`src/rtl/sort_pkg.sv`:
```
// Shared sizing constants and FSM state encoding for the sort sequencer.
// Latency: n/a (declarations only).
// Backpressure: n/a.
package sort_pkg;
   localparam int DATA_W = 5;   // element width, unsigned
   localparam int DEPTH  = 16;  // number of elements, >= 2
   localparam int ADDR_W = 4;   // $clog2(DEPTH)
   localparam int SWAP_W = 7;   // holds DEPTH*(DEPTH-1)/2

   typedef enum logic [1:0] {
      IDLE   = 2'd0,
      SORT   = 2'd1,
      FINISH = 2'd2
   } state_t;
endpackage

```
`src/rtl/sort_sequencer_if.sv`:
```
// Host-side bus of the sort sequencer: array load/read, start, status.
// Latency: n/a (wires only); read data arrives one cycle after rd_addr.
// Backpressure: none; writes while busy are dropped and flagged by wr_err.
interface sort_sequencer_if;
   import sort_pkg::*;

   logic              wr_en;
   logic [ADDR_W-1:0] wr_addr;
   logic [DATA_W-1:0] wr_data;
   logic [ADDR_W-1:0] rd_addr;
   logic [DATA_W-1:0] rd_data;
   logic              start;
   logic              busy;
   logic              done;
   logic              wr_err;
   logic [SWAP_W-1:0] swap_cnt;

   modport master (
      output wr_en, wr_addr, wr_data, rd_addr, start,
      input  rd_data, busy, done, wr_err, swap_cnt
   );

   modport slave (
      input  wr_en, wr_addr, wr_data, rd_addr, start,
      output rd_data, busy, done, wr_err, swap_cnt
   );
endinterface

```
`src/rtl/sort_cmp_swap.sv`:
```
// Compare two unsigned elements and return them in ascending order.
// Latency: combinational.
// Backpressure: none; equal inputs are never reported as swapped.
module sort_cmp_swap
   import sort_pkg::*;
(
   input  logic [DATA_W-1:0] i_a,
   input  logic [DATA_W-1:0] i_b,
   output logic [DATA_W-1:0] o_lo,
   output logic [DATA_W-1:0] o_hi,
   output logic              o_swapped
);
   logic w_gt;

   assign w_gt      = (i_a > i_b);
   assign o_swapped = w_gt;
   assign o_lo      = w_gt ? i_b : i_a;
   assign o_hi      = w_gt ? i_a : i_b;
endmodule

```
`src/rtl/sort_sequencer.sv`:
```
// In-place ascending bubble sort over a DEPTH-entry register array, one compare per clock.
// Latency: start -> done = compares+1 cycles (16 for sorted input, 121 fully reversed); rd_data 1 cycle.
// Backpressure: none; start ignored unless idle, writes outside IDLE dropped with a wr_err pulse.
module sort_sequencer
   import sort_pkg::*;
(
   input  logic             clk,
   input  logic             rst_n,
   sort_sequencer_if.slave  bus
);
   localparam logic [ADDR_W-1:0] LAST_J0 = ADDR_W'(DEPTH - 2);

   logic [DATA_W-1:0] r_mem [DEPTH];
   state_t            r_state;
   logic [ADDR_W-1:0] r_pass;
   logic [ADDR_W-1:0] r_j;
   logic              r_pass_swapped;
   logic              r_busy;
   logic              r_done;
   logic              r_wr_err;
   logic [SWAP_W-1:0] r_swap_cnt;
   logic [DATA_W-1:0] r_rd_data;

   logic [ADDR_W-1:0] w_j1;
   logic [ADDR_W-1:0] w_last_j;
   logic              w_end_pass;
   logic              w_any_swap;
   logic [DATA_W-1:0] w_lo;
   logic [DATA_W-1:0] w_hi;
   logic              w_swapped;

   assign w_j1       = r_j + ADDR_W'(1);
   assign w_last_j   = LAST_J0 - r_pass;   // each pass settles one more element at the top
   assign w_end_pass = (r_j == w_last_j);
   assign w_any_swap = r_pass_swapped | w_swapped;

   sort_cmp_swap u_cmp (
      .i_a       (r_mem[r_j]),
      .i_b       (r_mem[w_j1]),
      .o_lo      (w_lo),
      .o_hi      (w_hi),
      .o_swapped (w_swapped)
   );

   // Array storage: host writes only when idle, the sort swaps neighbours in place.
   always_ff @(posedge clk or negedge rst_n) begin
      if (!rst_n) begin
         for (int i = 0; i < DEPTH; i++) r_mem[i] <= '0;
      end else if (r_state == IDLE && bus.wr_en) begin
         r_mem[bus.wr_addr] <= bus.wr_data;
      end else if (r_state == SORT && w_swapped) begin
         r_mem[r_j]  <= w_lo;
         r_mem[w_j1] <= w_hi;
      end
   end

   // Registered read port, live during the sort so intermediate states are visible.
   always_ff @(posedge clk or negedge rst_n) begin
      if (!rst_n) r_rd_data <= '0;
      else        r_rd_data <= r_mem[bus.rd_addr];
   end

   // Sort control: pass/index counters, swap count and registered status outputs.
   always_ff @(posedge clk or negedge rst_n) begin
      if (!rst_n) begin
         r_state        <= IDLE;
         r_pass         <= '0;
         r_j            <= '0;
         r_pass_swapped <= 1'b0;
         r_busy         <= 1'b0;
         r_done         <= 1'b0;
         r_wr_err       <= 1'b0;
         r_swap_cnt     <= '0;
      end else begin
         r_done   <= 1'b0;
         r_wr_err <= bus.wr_en && (r_state != IDLE);
         case (r_state)
            IDLE: begin
               if (bus.start) begin
                  r_state        <= SORT;
                  r_pass         <= '0;
                  r_j            <= '0;
                  r_pass_swapped <= 1'b0;
                  r_swap_cnt     <= '0;
                  r_busy         <= 1'b1;
               end
            end
            SORT: begin
               if (w_swapped) r_swap_cnt <= r_swap_cnt + SWAP_W'(1);
               if (w_end_pass) begin
                  // A clean pass means the array is ordered; the last pass is forced final.
                  if (!w_any_swap || r_pass == LAST_J0) begin
                     r_state <= FINISH;
                     r_busy  <= 1'b0;
                  end else begin
                     r_pass         <= r_pass + ADDR_W'(1);
                     r_j            <= '0;
                     r_pass_swapped <= 1'b0;
                  end
               end else begin
                  r_j            <= w_j1;
                  r_pass_swapped <= w_any_swap;
               end
            end
            FINISH: begin
               r_done  <= 1'b1;
               r_state <= IDLE;
            end
            default: r_state <= IDLE;
         endcase
      end
   end

   assign bus.rd_data  = r_rd_data;
   assign bus.busy     = r_busy;
   assign bus.done     = r_done;
   assign bus.wr_err   = r_wr_err;
   assign bus.swap_cnt = r_swap_cnt;
endmodule

```
`src/flat_wrapper.sv`:
```
// flat-port wrapper written by rule: the top's interface ports become plain ports
module sort_sequencer_flat import sort_pkg::*;
  (clk, rst_n, bus_wr_en, bus_wr_addr, bus_wr_data, bus_rd_addr, bus_start, bus_rd_data, bus_busy, bus_done, bus_wr_err, bus_swap_cnt);
  sort_sequencer_if bus_i ();
  input  logic clk;
  input  logic rst_n;
  input wire logic [$bits(bus_i.wr_en)-1:0] bus_wr_en;
  input wire logic [$bits(bus_i.wr_addr)-1:0] bus_wr_addr;
  input wire logic [$bits(bus_i.wr_data)-1:0] bus_wr_data;
  input wire logic [$bits(bus_i.rd_addr)-1:0] bus_rd_addr;
  input wire logic [$bits(bus_i.start)-1:0] bus_start;
  output wire logic [$bits(bus_i.rd_data)-1:0] bus_rd_data;
  output wire logic [$bits(bus_i.busy)-1:0] bus_busy;
  output wire logic [$bits(bus_i.done)-1:0] bus_done;
  output wire logic [$bits(bus_i.wr_err)-1:0] bus_wr_err;
  output wire logic [$bits(bus_i.swap_cnt)-1:0] bus_swap_cnt;
  assign bus_i.wr_en = bus_wr_en;
  assign bus_i.wr_addr = bus_wr_addr;
  assign bus_i.wr_data = bus_wr_data;
  assign bus_i.rd_addr = bus_rd_addr;
  assign bus_i.start = bus_start;
  assign bus_rd_data = bus_i.rd_data;
  assign bus_busy = bus_i.busy;
  assign bus_done = bus_i.done;
  assign bus_wr_err = bus_i.wr_err;
  assign bus_swap_cnt = bus_i.swap_cnt;
  sort_sequencer u_core (.clk(clk), .rst_n(rst_n), .bus(bus_i));
endmodule
```
`config.mk`:
```
export PLATFORM = sky130hd
export DESIGN_NAME = sort_sequencer_flat
export DESIGN_NICKNAME = d
export VERILOG_FILES = /design/src/rtl/sort_pkg.sv /design/src/rtl/sort_sequencer_if.sv /design/src/rtl/sort_cmp_swap.sv /design/src/rtl/sort_sequencer.sv /design/src/flat_wrapper.sv
export SDC_FILE = /design/constraint.sdc
export NUM_CORES = 1
export LEC_CHECK = 0
export ABC_AREA = 0
export CORE_ASPECT_RATIO = 1.4
export CORE_MARGIN = 8
export CORE_UTILIZATION = 57
export CTS_CLUSTER_DIAMETER = 150
export DETAILED_ROUTE_END_ITERATION = 16
export GPL_TIMING_DRIVEN = 1
export PLACE_DENSITY = 0.84
export SLEW_MARGIN = 25
export SYNTH_ARGS = -nofsm -noshare
export SYNTH_HDL_FRONTEND = slang
export SYNTH_SLANG_ARGS = --single-unit
```
`constraint.sdc`:
```
create_clock -name clk -period 4.9 [get_ports clk]
set_input_delay 0.735 -clock clk [delete_from_list [all_inputs] [get_ports clk]]
set_output_delay 0.735 -clock clk [all_outputs]
set_load 0.1 [all_outputs]
```
# --- After elaboration in Yosys (flattened, before gate mapping) ---
# Index checks and enable logic that the tools add are counted.
totals:
  ff_bits: 106
  inputBits: 17
  out_inout_bits: 15
  elab_cells: 114
classes:
  n_addsub: 4
  n_lt_le_gt_ge: 8
  eq_ne: 10
  mux: 45
  bitwise: 5
  reduce_logical: 17
ops:
  columns: ["op", "n"]
  rows:
  - ["bitwise mux 80 bit", 3]
  - ["2-to-1 mux 80 bit", 2]
  - ["binary-select mux 5 bit (select 4 bit)", 3]
  - ["demux 5 bit (select 4 bit)", 3]
  - ["2-to-1 mux 5 bit", 11]
  - ["greater-or-equal comparator 5 bit, second input constant", 4]
  - ["2-to-1 mux 4 bit", 5]
  - ["NOT 4 -> 5 bit", 4]
  - ["one-hot mux 4 bit (2 select lines)", 2]
  - ["less-than comparator 5 x 1 -> 1 bit, second input constant", 3]
  - ["2-to-1 mux 7 bit", 2]
  - ["one-hot mux 7 bit (2 select lines)", 1]
  - ["AND reduction 3 bit", 3]
  - ["adder 4 x 1 -> 4 bit, second input constant", 2]
  - ["!= test 2 bit, second input constant", 4]
  - ["AND reduction 4 bit", 2]
  - ["adder 7 x 1 -> 7 bit, second input constant", 1]
  - ["2-to-1 mux 1 bit", 7]
  - ["logical AND 1 bit", 6]
  - ["2-to-1 mux 2 bit", 3]
  - ["nonzero test 2 bit", 3]
  - ["> comparator 5 bit", 1]
  - ["equality test 4 bit", 1]
  - ["equality test 4 bit, second input constant", 1]
  - ["other kinds (11)", 12]

# --- Depth between registers and ports, before layout ---
# Gate-level depths: netlist of the first run.
logic_depth:
  ltp_word: 12
  depth_mapped: 22
  ltp_nobuf: 16

# --- Cells and area by module ---
# From an unflattened synthesis of the first run, not the netlist that was laid out.
hier_totals:
  cells_unflattened: 858
  hier_area_um2: 8824.7
by_module_without_submodules:
  columns: ["mod", "n_inst", "cells_per_inst", "area_per_inst_um2", "seq_area_each_um2"]
  rows:
  - ["sort_sequencer", 1, 828, 8557.0, 2652.5]
  - ["sort_cmp_swap", 1, 30, 267.8, 0.0]

# --- Worst setup path after synthesis of the first run ---
# Ideal clock, no wire load.
synth_timing:
  kind: "register -> register"
  start: "register u_core.r_j[1]"
  end: "register u_core.r_mem[56] (netlist name)"
  setup_time_ns: 0.127
  arrival_ns: 4.713
  required_ns: 4.773
  path_slack_ns: 0.060
  stages_incl_launch_ff: 22
  n_path_buf: 8
  synth_period_minus_slack_ns: 4.840
  cell_sequence: "dfrtp_1 > buf_4 > buf_4 > buf_2 > inv_1 > ha_1 > buf_6 > buf_6 > mux4_2 > o21ai_0 > nand4_1 > buf_2 > inv_1 > ha_1 > a21o_1 > a21oi_1 > a21bo_2 > clkbuf_1 > buf_4 > o21ai_0 > a221oi_1 > nor2_1"
synth_via:
  elab_chain_len: 11
  elab_cells_between_ends: 28
  classes_between: "1 x add/sub; 5 x order compare; 16 x mux; 2 x bitwise; 4 x reduce/logical"
synth_lines:
  columns: ["element", "line_no", "rtl"]
  rows:
  - ["from (decl)", "sort_sequencer.sv:16", "logic [ADDR_W-1:0] r_j;"]
  - ["from (signal assigned)", "sort_sequencer.sv:101", "r_j <= w_j1;"]
  - ["adder 4 x 1 -> 4 bit", "sort_sequencer.sv:32", "assign w_j1 = r_j + ADDR_W'(1);"]
  - ["NOT 4 -> 5 bit (not written as such)", "sort_sequencer.sv:39, sort_sequencer.sv:53", null]
  - ["binary-select mux 5 bit (select 4 bit)", "sort_sequencer.sv:39", ".i_b (r_mem[w_j1]),"]
  - ["2-to-1 mux 5 bit (not written as such) (2 in a row)", "sort_sequencer.sv:39", null]
  - ["> comparator 5 bit", "sort_cmp_swap.sv:15", "assign w_gt = (i_a > i_b);"]
  - ["2-to-1 mux 5 bit", "sort_cmp_swap.sv:17", "assign o_lo = w_gt ? i_b : i_a;"]
  - ["bitwise mux 80 bit", "sort_sequencer.sv:52", "r_mem[r_j] <= w_lo;"]
  - ["bitwise mux 80 bit", "sort_sequencer.sv:53", "r_mem[w_j1] <= w_hi;"]
  - ["2-to-1 mux 80 bit", "sort_sequencer.sv:51", "end else if (r_state == SORT && w_swapped) begin"]
  - ["2-to-1 mux 80 bit", "sort_sequencer.sv:49", "end else if (r_state == IDLE && bus.wr_en) begin"]
  - ["to (signal, indexed assignment)", "sort_sequencer.sv:50", "r_mem[bus.wr_addr] <= bus.wr_data;"]
  - ["to (signal, indexed assignment)", "sort_sequencer.sv:52", null]
  - ["to (signal, indexed assignment)", "sort_sequencer.sv:53", null]
  - ["to (decl)", "sort_sequencer.sv:13", "logic [DATA_W-1:0] r_mem [DEPTH];"]
# Several ways; a longest one is shown, not always the timed one. The select of a mux whose other input is x is not followed.
# A chain may end at the register's enable or synchronous reset.

# --- Worst setup path after layout of the first run ---
layout_timing:
  start: "register u_core.r_j[2]"
  end: "register u_core.r_mem[18] (netlist name)"
# Same word-level chain as after synthesis.

==> summary.txt, run 1 <==
Synth
  – Post-synthesis sequential area ratio: about 30%
  – Synth top area share: between 30% and 40%
  – Netlist Area Pre-Place: around 8800 um2
  – Ys async rst share: 100.0%
  – Most area-hungry cell type in the Yosys netlist: dfrtp_1
  – Synth Register Bits: roughly 110
  – Synth top area cells: dfrtp_1, mux4_2, mux2i_1, nand2_1, o21ai_0
  – Syn avg cell area: 9.392 um2
  – Yosys warns: 0
  – Main synth FF type: dfrtp_1
  – Syn nets: just under 1000
  – Number of synthesized flops with an enable pin: 0
  – Post-Synthesis Cells: ~940
  – Post-synthesis cell type count: 72

Cells and area
  – Layout net count: approximately 990
  – Area growth, synth to finish: 9.678%
  – Most frequent cells in the layout: nand2_1, dfrtp_1, o21ai_0, nor2_1, mux4_2
  – Post-Layout Cell Count: 1154
  – Commonest non-fill, non-tap cell in the layout: nand2_1
  – Antenna diodes: 0
  – Share of cells above drive strength 1: about 17%

CTS
  – CTS H-tree lvls: 3
  – CTS tree: yes
  – Clock buffer depth: 2
  – CTS Sinks: ~110
  – Clk slew on worst S/H paths: roughly 0.080 ns
  – Setup Buffers After CTS: 0
  – Root Buffer: clkbuf_16
  – CTS Buf Count: 9
  – Latest clock arrival within the worst-skew pair: between 0.3 and 0.4 ns

Routing
  – Initial DRT Pass Iterations: 7
  – Top sig layer: met4
  – Met2 routed WL: 15.12 mm
  – Drt total wl: between 30 and 40 mm
  – Met3 routed wirelength: 3.163 mm
  – # DRC: 0
  – Via density per instance: around 7.5
  – Via count: about 8600
  – Antenna-violating nets left: 0
  – DRT iter0 DRCs: ~1300
  – Met1 wire length: 10.93 mm
  – Wirelength per Cell: 27.57 um

Worst setup path
  – Cell Chain, Critical Path: and2_1 > a21oi_1 > nor2_1 > o21ai_0 > nand4_1 > inv_1 > ha_1 > nor2b_1 > o21ai_1 > a21o_2 > or3_1 > and2_1 > mux2i_1 > nor2_1
  – Worst-path maximum fanout: 16
  – WP data required: 5.14 ns
  – Max incr delay on CP: slightly below 0.9 ns
  – Slowest cell on the critical path: dfrtp_1
  – Crit path buffers/inverters: 1
  – Worst EP arrival: 4.94 ns
  – CP delay by family, top: simple AND/OR/NAND/NOR gates
  – CP endpoint kind: flop
  – Startpoint Class: flop
  – Setup CP Type: reg2reg

Timing
  – Skew final: between 0.015 and 0.02 ns
  – Final hold vios: 0
  – Max Fclk: roughly 0.21 GHz
  – Max-slew violations: 0
  – Max-Slew Margin vs Limit: about a third
  – Final setup vio count: 0
  – Measured slew at the worst slew-check pin: between 0.9 and 1 ns
  – Period utilization: approximately 96%
  – RSZ-0062 raised after global routing: false
  – Setup TNS: 0 ns
  – Tmin final: approximately 4.7 ns

Die
  – Initial Utilization: between 50 and 60%
  – Die area: approximately 20000 um2
  – Vert. Die Dim: between 150 and 200 um
  – Die W: roughly 120 um
  – Core box area: about 15000 um2
  – Row Count: 53
  – # IOs: 32

Hold path
  – Path category of the worst min-delay check: in2async

Global route
  – Initial antenna violation count: 0
  – Total Routing Usage GR: roughly 33%
  – Grt ovf: 0
  – First-pass GRT wire length: 48.99 mm
  – Vias in the first global route: 8430
  – Pin count of the biggest net entering global routing: 73

Place
  – I/O Buffers: 31
  – GPL Wtd Cong: between 1 and 1.5
  – Placed instance count: 1138
  – DP HPWL: about 23 mm

Flow run
  – Number of max-cap violations: 0

Outcome
  – Status: finished clean
routing by layer:
layer | vias to the layer above | track usage (%)
met4 | 0 | 25.93
met3 | 208 | 6.280
met1 | 4084 | 37.38
met5 | - | 0
li1 | 3611 | -
met2 | 699 | 52.68
area by class of cell:
cell class,instances,area (um2)
multi-input combinational,742,5690
fill,1235,5411
sequential,106,2654
timing repair buffer,81,699.4
tap,192,240.2
clock buffer,9,225.2
clock inverter,7,68.82
inverter,17,63.81
synthesized netlist by cell type, drive strengths merged (2+ instances only):
cell,count
a221oi,37
nand4,9
xnor2,6
a211oi,16
xor2,5
nor2,78
or3,5
o31ai,3
a32o,2
nor3,11
o41ai,2
dfrtp,106
o21a,4
nand3,28
a21oi,37
a21o,3
a31o,3
buf,44
nand3b,2
a21boi,3
o21ai,92
nand2,136
inv,16
clkbuf,27
a22oi,30
o22ai,8
nand2b,5
and3,4
nor2b,11
a31oi,29
mux2i,55
or2,6
mux4,65
ha,14
o211a,2
a2111oi,2
o21bai,2
and2,14
cell families after synthesis:
group           Yosys count  synth area share (%)
mux                     121                 23.43
compound gates          283                 21.72
xor+xnor                 11                 1.096
simple gates            313                 16.44
fa+ha+maj                14                 1.993
buf+inv                  88                 5.152
flops                   106                 30.17
repair_timing:
| action | 4_1_cts | 5_1_grt |
|---|---|---|
| hold endpoints to repair | 0 | 0 |
| hold buffers | 0 | 0 |
| endpoints found under the setup margin | 0 | 20 |
| resized for setup | 0 | 1 |
sequential cells by signal, indices dropped and copies added (netlist names):
signal	count
u_core.bus.wr_err	1
u_core.bus.rd_data	5
u_core.r_state	2
u_core.r_mem	80
u_core.bus.done	1
u_core.r_pass_swapped	1
u_core.bus.swap_cnt	7
u_core.bus.busy	1
u_core.r_j	4
u_core.r_pass	4
metrics by stage:
| stage | area, um2 | util, % | hold WS (ns) | setup slack (ns) |
|---|---|---|---|---|
| floorplan | 8791 | - | 0.4394 | 0.06016 |
| global placement | 9343 | 62.06 | 0.4684 | 0.3682 |
| detailed placement | 9343 | 62.06 | 0.4776 | 0.2741 |
| CTS | 9637 | 64.02 | 0.4905 | 0.1854 |
| global route | 9642 | 64.05 | 0.4474 | 0.02507 |
| finish | 9642 | 64.05 | 0.3835 | 0.1990 |
final timing paths:
check                                   from  slack (ns)  cells after the start          endpoint
setup / recovery               u_core.r_j[2]        0.20                     14  u_core.r_mem[18]
hold / removal                         rst_n        0.38                      1  u_core.r_mem[39]
setup reg to reg               u_core.r_j[2]        0.20                     14  u_core.r_mem[18]
hold reg to reg            u_core.r_state[0]        0.49                      1   u_core.bus.done
max in group asynchronous              rst_n        3.53                      2  u_core.r_mem[55]
min in group clk           u_core.r_state[0]        0.49                      1   u_core.bus.done
Power of run 1 is left out: the tool's default activity adds up to more than one toggle a clock period on the data nets, which glitch-free logic cannot reach.
==> run 2: changes to the inputs <==
==> constraint.sdc (replaced) <==
create_clock -name clk -period 4.9 [get_ports clk]
set_input_delay 0.98 -clock clk [delete_from_list [all_inputs] [get_ports clk]]
set_output_delay 0.98 -clock clk [all_outputs]
set_load 0.1 [all_outputs]
==> run 2 against run 1 <==
Against the previous run:
- core utilization increased by 0.15 points
- final area rose by 0.23%
- critical path depth did not move
- non-clock buffer count rose by 2
- fmax up 1.0%
- worst setup slack better by 0.049 ns
- die area stayed put
- via count decreased by 0.34%
- sequential cell count unchanged
- critical path type unchanged
- largest cell class unchanged
==> summary.txt, run 2 (synthesized netlist as in run 1, its figures left out) <==
CTS
  – CTS Sinks: roughly 110
  – CTS tree: yes
  – CTS H-tree lvls: 3
  – Root Buffer: clkbuf_16
  – Hold_buf cts: 0
  – Post-CTS sizing: 0
  – Clk slew on worst S/H paths: roughly 0.080 ns
  – Setup Buffers After CTS: 0
  – CTS Buf Count: 9
  – Clock buffer depth: 2
  – Latest clock arrival within the worst-skew pair: roughly 0.36 ns

Routing
  – Top sig layer: met4
  – Antenna-violating nets left: 0
  – Drt total wl: around 32 mm
  – Initial DRT Pass Iterations: 8
  – Met3 routed wirelength: approximately 3.3 mm
  – DRT iter0 DRCs: around 1100
  – Wirelength per Cell: between 20 and 30 um
  – # DRC: 0
  – Met2 routed WL: between 15 and 20 mm
  – Via count: ~8600
  – Met1 wire length: around 11 mm
  – Via density per instance: about 7.4

Worst setup path
  – Worst-path maximum fanout: 16
  – CP endpoint kind: flop
  – Startpoint Class: flop
  – Max incr delay on CP: slightly below 0.9 ns
  – WP data required: about 5.2 ns
  – CP startpoint: u_core.r_j[2]
  – Worst EP arrival: slightly below 5 ns
  – Slowest cell on the critical path: dfrtp_1
  – CP delay by family, top: simple AND/OR/NAND/NOR gates
  – Crit path buffers/inverters: 2
  – Worst r2r src: u_core.r_j[2]
  – Cell Chain, Critical Path: and2_1 > a21oi_1 > nor2_1 > o21ai_0 > nand4_1 > inv_1 > ha_1 > and3_1 > o21ai_1 > a21oi_1 > buf_4 > o21ai_0 > nand2_1 > a211oi_1
  – Setup CP Type: reg2reg

Global route
  – Initial antenna violation count: 0
  – First-pass GRT wire length: approximately 50 mm
  – Pin count of the biggest net entering global routing: 75
  – Vias in the first global route: 8449
  – Grt ovf: 0
  – Total Routing Usage GR: 33.36%

Cells and area
  – Most frequent cells in the layout: nand2_1, dfrtp_1, o21ai_0, nor2_1, mux4_2
  – Share of cells above drive strength 1: roughly 17%
  – Commonest non-fill, non-tap cell in the layout: nand2_1
  – Largest Register: u_core.r_mem
  – Max reg flops: 80
  – Fillcell total: 1248
  – Antenna diodes: 0
  – Area growth, synth to finish: 9.935%
  – Layout net count: 990

Die
  – Core box area: 15050 um2
  – Die W: approximately 120 um
  – Initial Utilization: 58.40%
  – Vert. Die Dim: 162.9 um
  – # IOs: 32
  – Die area: 19710 um2
  – Row Count: 53

Timing
  – Max-slew violations: 0
  – Min setup slack post-route: about 0.25 ns
  – Skew final: around 0.016 ns
  – Max-Slew Margin vs Limit: 32.57%
  – Final hold vios: 0
  – Final setup vio count: 0
  – Max Fclk: approximately 0.21 GHz
  – Period utilization: between 90% and 100%
  – RSZ-0062 raised after global routing: true
  – Measured slew at the worst slew-check pin: about 1 ns
  – Tmin final: approximately 4.7 ns

Place
  – I/O Buffers: 31
  – GPL Wtd Cong: roughly 1.1
  – DP HPWL: about 23 mm
  – Worst slack, placed: roughly 0.27 ns

Hold path
  – Path category of the worst min-delay check: reg2reg
  – Hold path startpoint: u_core.r_state[0]

Flow run
  – Number of max-cap violations: 0

Outcome
  – Status: finished clean
## run 2: changes by cell type in the layout (fill, tap and decap cells not counted), sizes merged
cell	before	now
buf	51	53
clkinv	4	2
clkbuf	9	10
clkinvlp	1	2
## run 2: path summary, 6_finish.rpt
kind                               endpoint  slack, ns  cells after the start
setup / recovery           u_core.r_mem[77]       0.25                     14
hold / removal              u_core.bus.done       0.51                      1
setup reg to reg           u_core.r_mem[77]       0.25                     14
hold reg to reg             u_core.bus.done       0.51                      1
max in group asynchronous  u_core.r_mem[55]       3.28                      2
min in group asynchronous  u_core.r_mem[39]       0.64                      1
## run 2: metrics by stage
| stage | util, % | std cells | hold WS [ns] | TNS, ns | area [um2] |
|---|---|---|---|---|---|
| 2_1_floorplan | - | 936 | 0.4533 | 0 | 8791 |
| 3_3_place_gp | 62.16 | 1140 | 0.4712 | 0 | 9358 |
| 3_5_place_dp | 62.16 | 1140 | 0.4852 | 0 | 9358 |
| 4_1_cts | 64.08 | 1156 | 0.5119 | 0 | 9647 |
| 5_1_grt | 64.20 | 1156 | 0.5212 | -0.01436 | 9664 |
| 6_report | 64.20 | 1156 | 0.5056 | 0 | 9664 |
## run 2: area by class of cell
cell class	count	area, um2	area share [%]
clock buffers	10	229.0	2.369
clock inverters	6	60.06	0.6214
inverters	17	63.81	0.6603
multi-input cells	742	5703	59.01
flip-flops and latches	106	2654	27.46
well taps	192	240.2	2.486
repair buffers	83	714.4	7.393
## run 2: layer usage
| metal | up-vias | global-route usage [%] |
|---|---|---|
| met3 | 192 | 6.662 |
| met5 | - | 0 |
| met2 | 665 | 53.69 |
| met1 | 4092 | 38.60 |
| li1 | 3624 | - |
| met4 | 0 | 24.96 |
## run 2: worst reg2reg max path, cell delays in order, from the launching register on
cell and delay, ns:
dfrtp_1 0.89, and2_1 0.31, a21oi_1 0.18, nor2_1 0.58
o21ai_0 0.20, nand4_1 0.14, inv_1 0.05, ha_1 0.26
and3_1 0.24, o21ai_1 0.26, a21oi_1 0.12, buf_4 0.20
o21ai_0 0.30, nand2_1 0.45, a211oi_1 0.37
Power of run 2 is left out for the same reason.
==> run 3: changes to the inputs <==
--- a/config.mk
+++ b/config.mk
@@ -8,11 +8,11 @@
 export ABC_AREA = 0
 export CORE_ASPECT_RATIO = 1.4
 export CORE_MARGIN = 8
-export CORE_UTILIZATION = 57
+export CORE_UTILIZATION = 68
 export CTS_CLUSTER_DIAMETER = 150
 export DETAILED_ROUTE_END_ITERATION = 16
 export GPL_TIMING_DRIVEN = 1
-export PLACE_DENSITY = 0.84
+export PLACE_DENSITY = 0.93
 export SLEW_MARGIN = 25
 export SYNTH_ARGS = -nofsm -noshare
 export SYNTH_HDL_FRONTEND = slang
==> constraint.sdc (replaced) <==
create_clock -name clk -period 5.6 [get_ports clk]
set_input_delay 1.12 -clock clk [delete_from_list [all_inputs] [get_ports clk]]
set_output_delay 1.12 -clock clk [all_outputs]
set_load 0.1 [all_outputs]
==> run 3 against run 2 <==
Against the previous run:
- core utilization up 9.9 points
- clock skew increased by 0.0033 ns
- fmax decreased by 13%
- wire length down 1.8%
- highest routed layer unchanged
- largest cell class unchanged
==> summary.txt, run 3 (synthesized netlist as in run 1, its figures left out) <==
Worst setup path
  – Cell Chain, Critical Path: inv_1 > ha_1 > buf_4 > mux4_1 > a22oi_1 > nand3b_4 > ha_1 > a31o_2 > a21o_1 > nor2_1 > a41o_1 > mux2i_1 > a31oi_1
  – R2R Setup Slk: 0.25 ns
  – CP delay by family, top: compound AO/OA/AOI/OAI gates
  – Setup CP Type: reg2reg
  – Worst EP arrival: 5.59 ns
  – CP endpoint kind: flop
  – Max incr delay on CP: 0.66 ns
  – Slowest cell on the critical path: ha_1
  – Worst-path maximum fanout: 17
  – Crit path buffers/inverters: 2
  – Most used cell, CP: ha_1
  – WP data required: around 5.8 ns
  – Startpoint Class: flop

Die
  – # IOs: 32
  – Row Count: a little under 50
  – Vert. Die Dim: 150.5 um
  – Die W: roughly 110 um
  – Core box area: roughly 13000 um2
  – Initial Utilization: between 60 and 70%
  – Die area: about 17000 um2

Place
  – I/O Buffers: 31
  – GPL Wtd Cong: approximately 1.1
  – DP HPWL: between 20 and 25 mm

CTS
  – Root Buffer: clkbuf_16
  – Clock buffer depth: 2
  – CTS tree: yes
  – Hold_buf cts: 0
  – Clk slew on worst S/H paths: roughly 0.080 ns
  – Setup Buffers After CTS: 0
  – Post-CTS sizing: 0
  – CTS H-tree lvls: 3
  – CTS Buf Count: 9
  – CTS Sinks: about 110
  – Latest clock arrival within the worst-skew pair: ~0.37 ns

Routing
  – Initial DRT Pass Iterations: 7
  – Antenna-violating nets left: 0
  – # DRC: 0
  – Drt total wl: 31.28 mm
  – DRT iter0 DRCs: 1348
  – Via count: around 9000
  – Via density per instance: between 8 and 9
  – Wirelength per Cell: around 29 um

Timing
  – Skew final: a little under 0.02 ns
  – Max-slew violations: 0
  – Max-Slew Margin vs Limit: between 20% and 30%
  – Tmin final: 5.349 ns
  – Measured slew at the worst slew-check pin: approximately 1.0 ns
  – Period utilization: between 90% and 100%
  – RSZ-0062 raised after global routing: false
  – Setup TNS: 0 ns
  – Hold Slack: between 0.4 and 0.5 ns
  – Final hold vios: 0
  – Final setup vio count: 0
  – Max Fclk: approximately 0.19 GHz

Cells and area
  – Layout net count: between 900 and 1000
  – Area growth, synth to finish: 7.444%
  – Commonest non-fill, non-tap cell in the layout: nand2_1
  – Fillcell total: about 900
  – Antenna diodes: 0
  – Share of cells above drive strength 1: approximately 15%
  – Most frequent cells in the layout: nand2_1, dfrtp_1, o21ai_0, nor2_1, mux4_2
  – Largest Register: u_core.r_mem
  – Max reg flops: 80

Global route
  – Pin count of the biggest net entering global routing: between 70 and 80
  – Total Routing Usage GR: between 30% and 40%
  – Vias in the first global route: 8682
  – First-pass GRT wire length: 49.24 mm
  – Initial antenna violation count: 0
  – Grt ovf: 0

Flow run
  – Number of max-cap violations: 0

Hold path
  – Path category of the worst min-delay check: reg2reg

Outcome
  – Status: finished clean
==> run 3: final cells by class <==
class | instances | area [um2] | area share (%)
sequential | 106 | 2654 | 28.10
clock inverter | 6 | 57.56 | 0.6094
tap | 153 | 191.4 | 2.027
multi-input combinational | 742 | 5700 | 60.35
timing repair buffer | 62 | 539.3 | 5.709
clock buffer | 10 | 239.0 | 2.530
inverter | 17 | 63.81 | 0.6756
==> run 3: worst reg2reg max path, cell delays in order (launching register included) <==
cell and delay, ns:
dfrtp_2 0.39, inv_1 0.10, ha_1 0.66, buf_4 0.37
mux4_1 0.63, a22oi_1 0.29, nand3b_4 0.27, ha_1 0.38
a31o_2 0.26, a21o_1 0.29, nor2_1 0.56, a41o_1 0.56
mux2i_1 0.14, a31oi_1 0.31
==> run 3: routing by layer <==
layer / track usage [%] / share of wire [%] / up-vias / wire [um]
met5: 0 / 0 / - / 0
met4: 31.14 / 9.7 / 0 / 3034
met3: 11.20 / 14 / 275 / 4376
met2: 59.53 / 45 / 897 / 14110
met1: 43.51 / 31 / 4054 / 9753
li1: - / - / 3579 / -
==> run 3: final timing paths <==
kind | start | to | depth (start not counted)
worst min register to register | u_core.r_state[0] | u_core.bus.done | 1
max in group asynchronous | rst_n | u_core.r_j[0] | 2
worst max register to register | u_core.r_j[0] | u_core.r_mem[44] | 13
worst min-delay path | u_core.r_state[0] | u_core.bus.done | 1
min in group asynchronous | rst_n | u_core.r_mem[55] | 1
worst max-delay path | u_core.r_j[0] | u_core.r_mem[44] | 13
==> run 3: per-stage QoR <==
stage          instance area, um2  setup slack, ns  instances  utilization, %
6_report                     9445           0.2512       1096           74.07
5_1_grt                      9445           0.1467       1096           74.07
4_1_cts                      9442           0.6472       1096           74.04
3_5_place_dp                 9145           0.6621       1080           71.71
3_3_place_gp                 9139           0.7574       1080           71.66
2_1_floorplan                8791           0.7602        936               -
Power of run 3 is left out for the same reason.
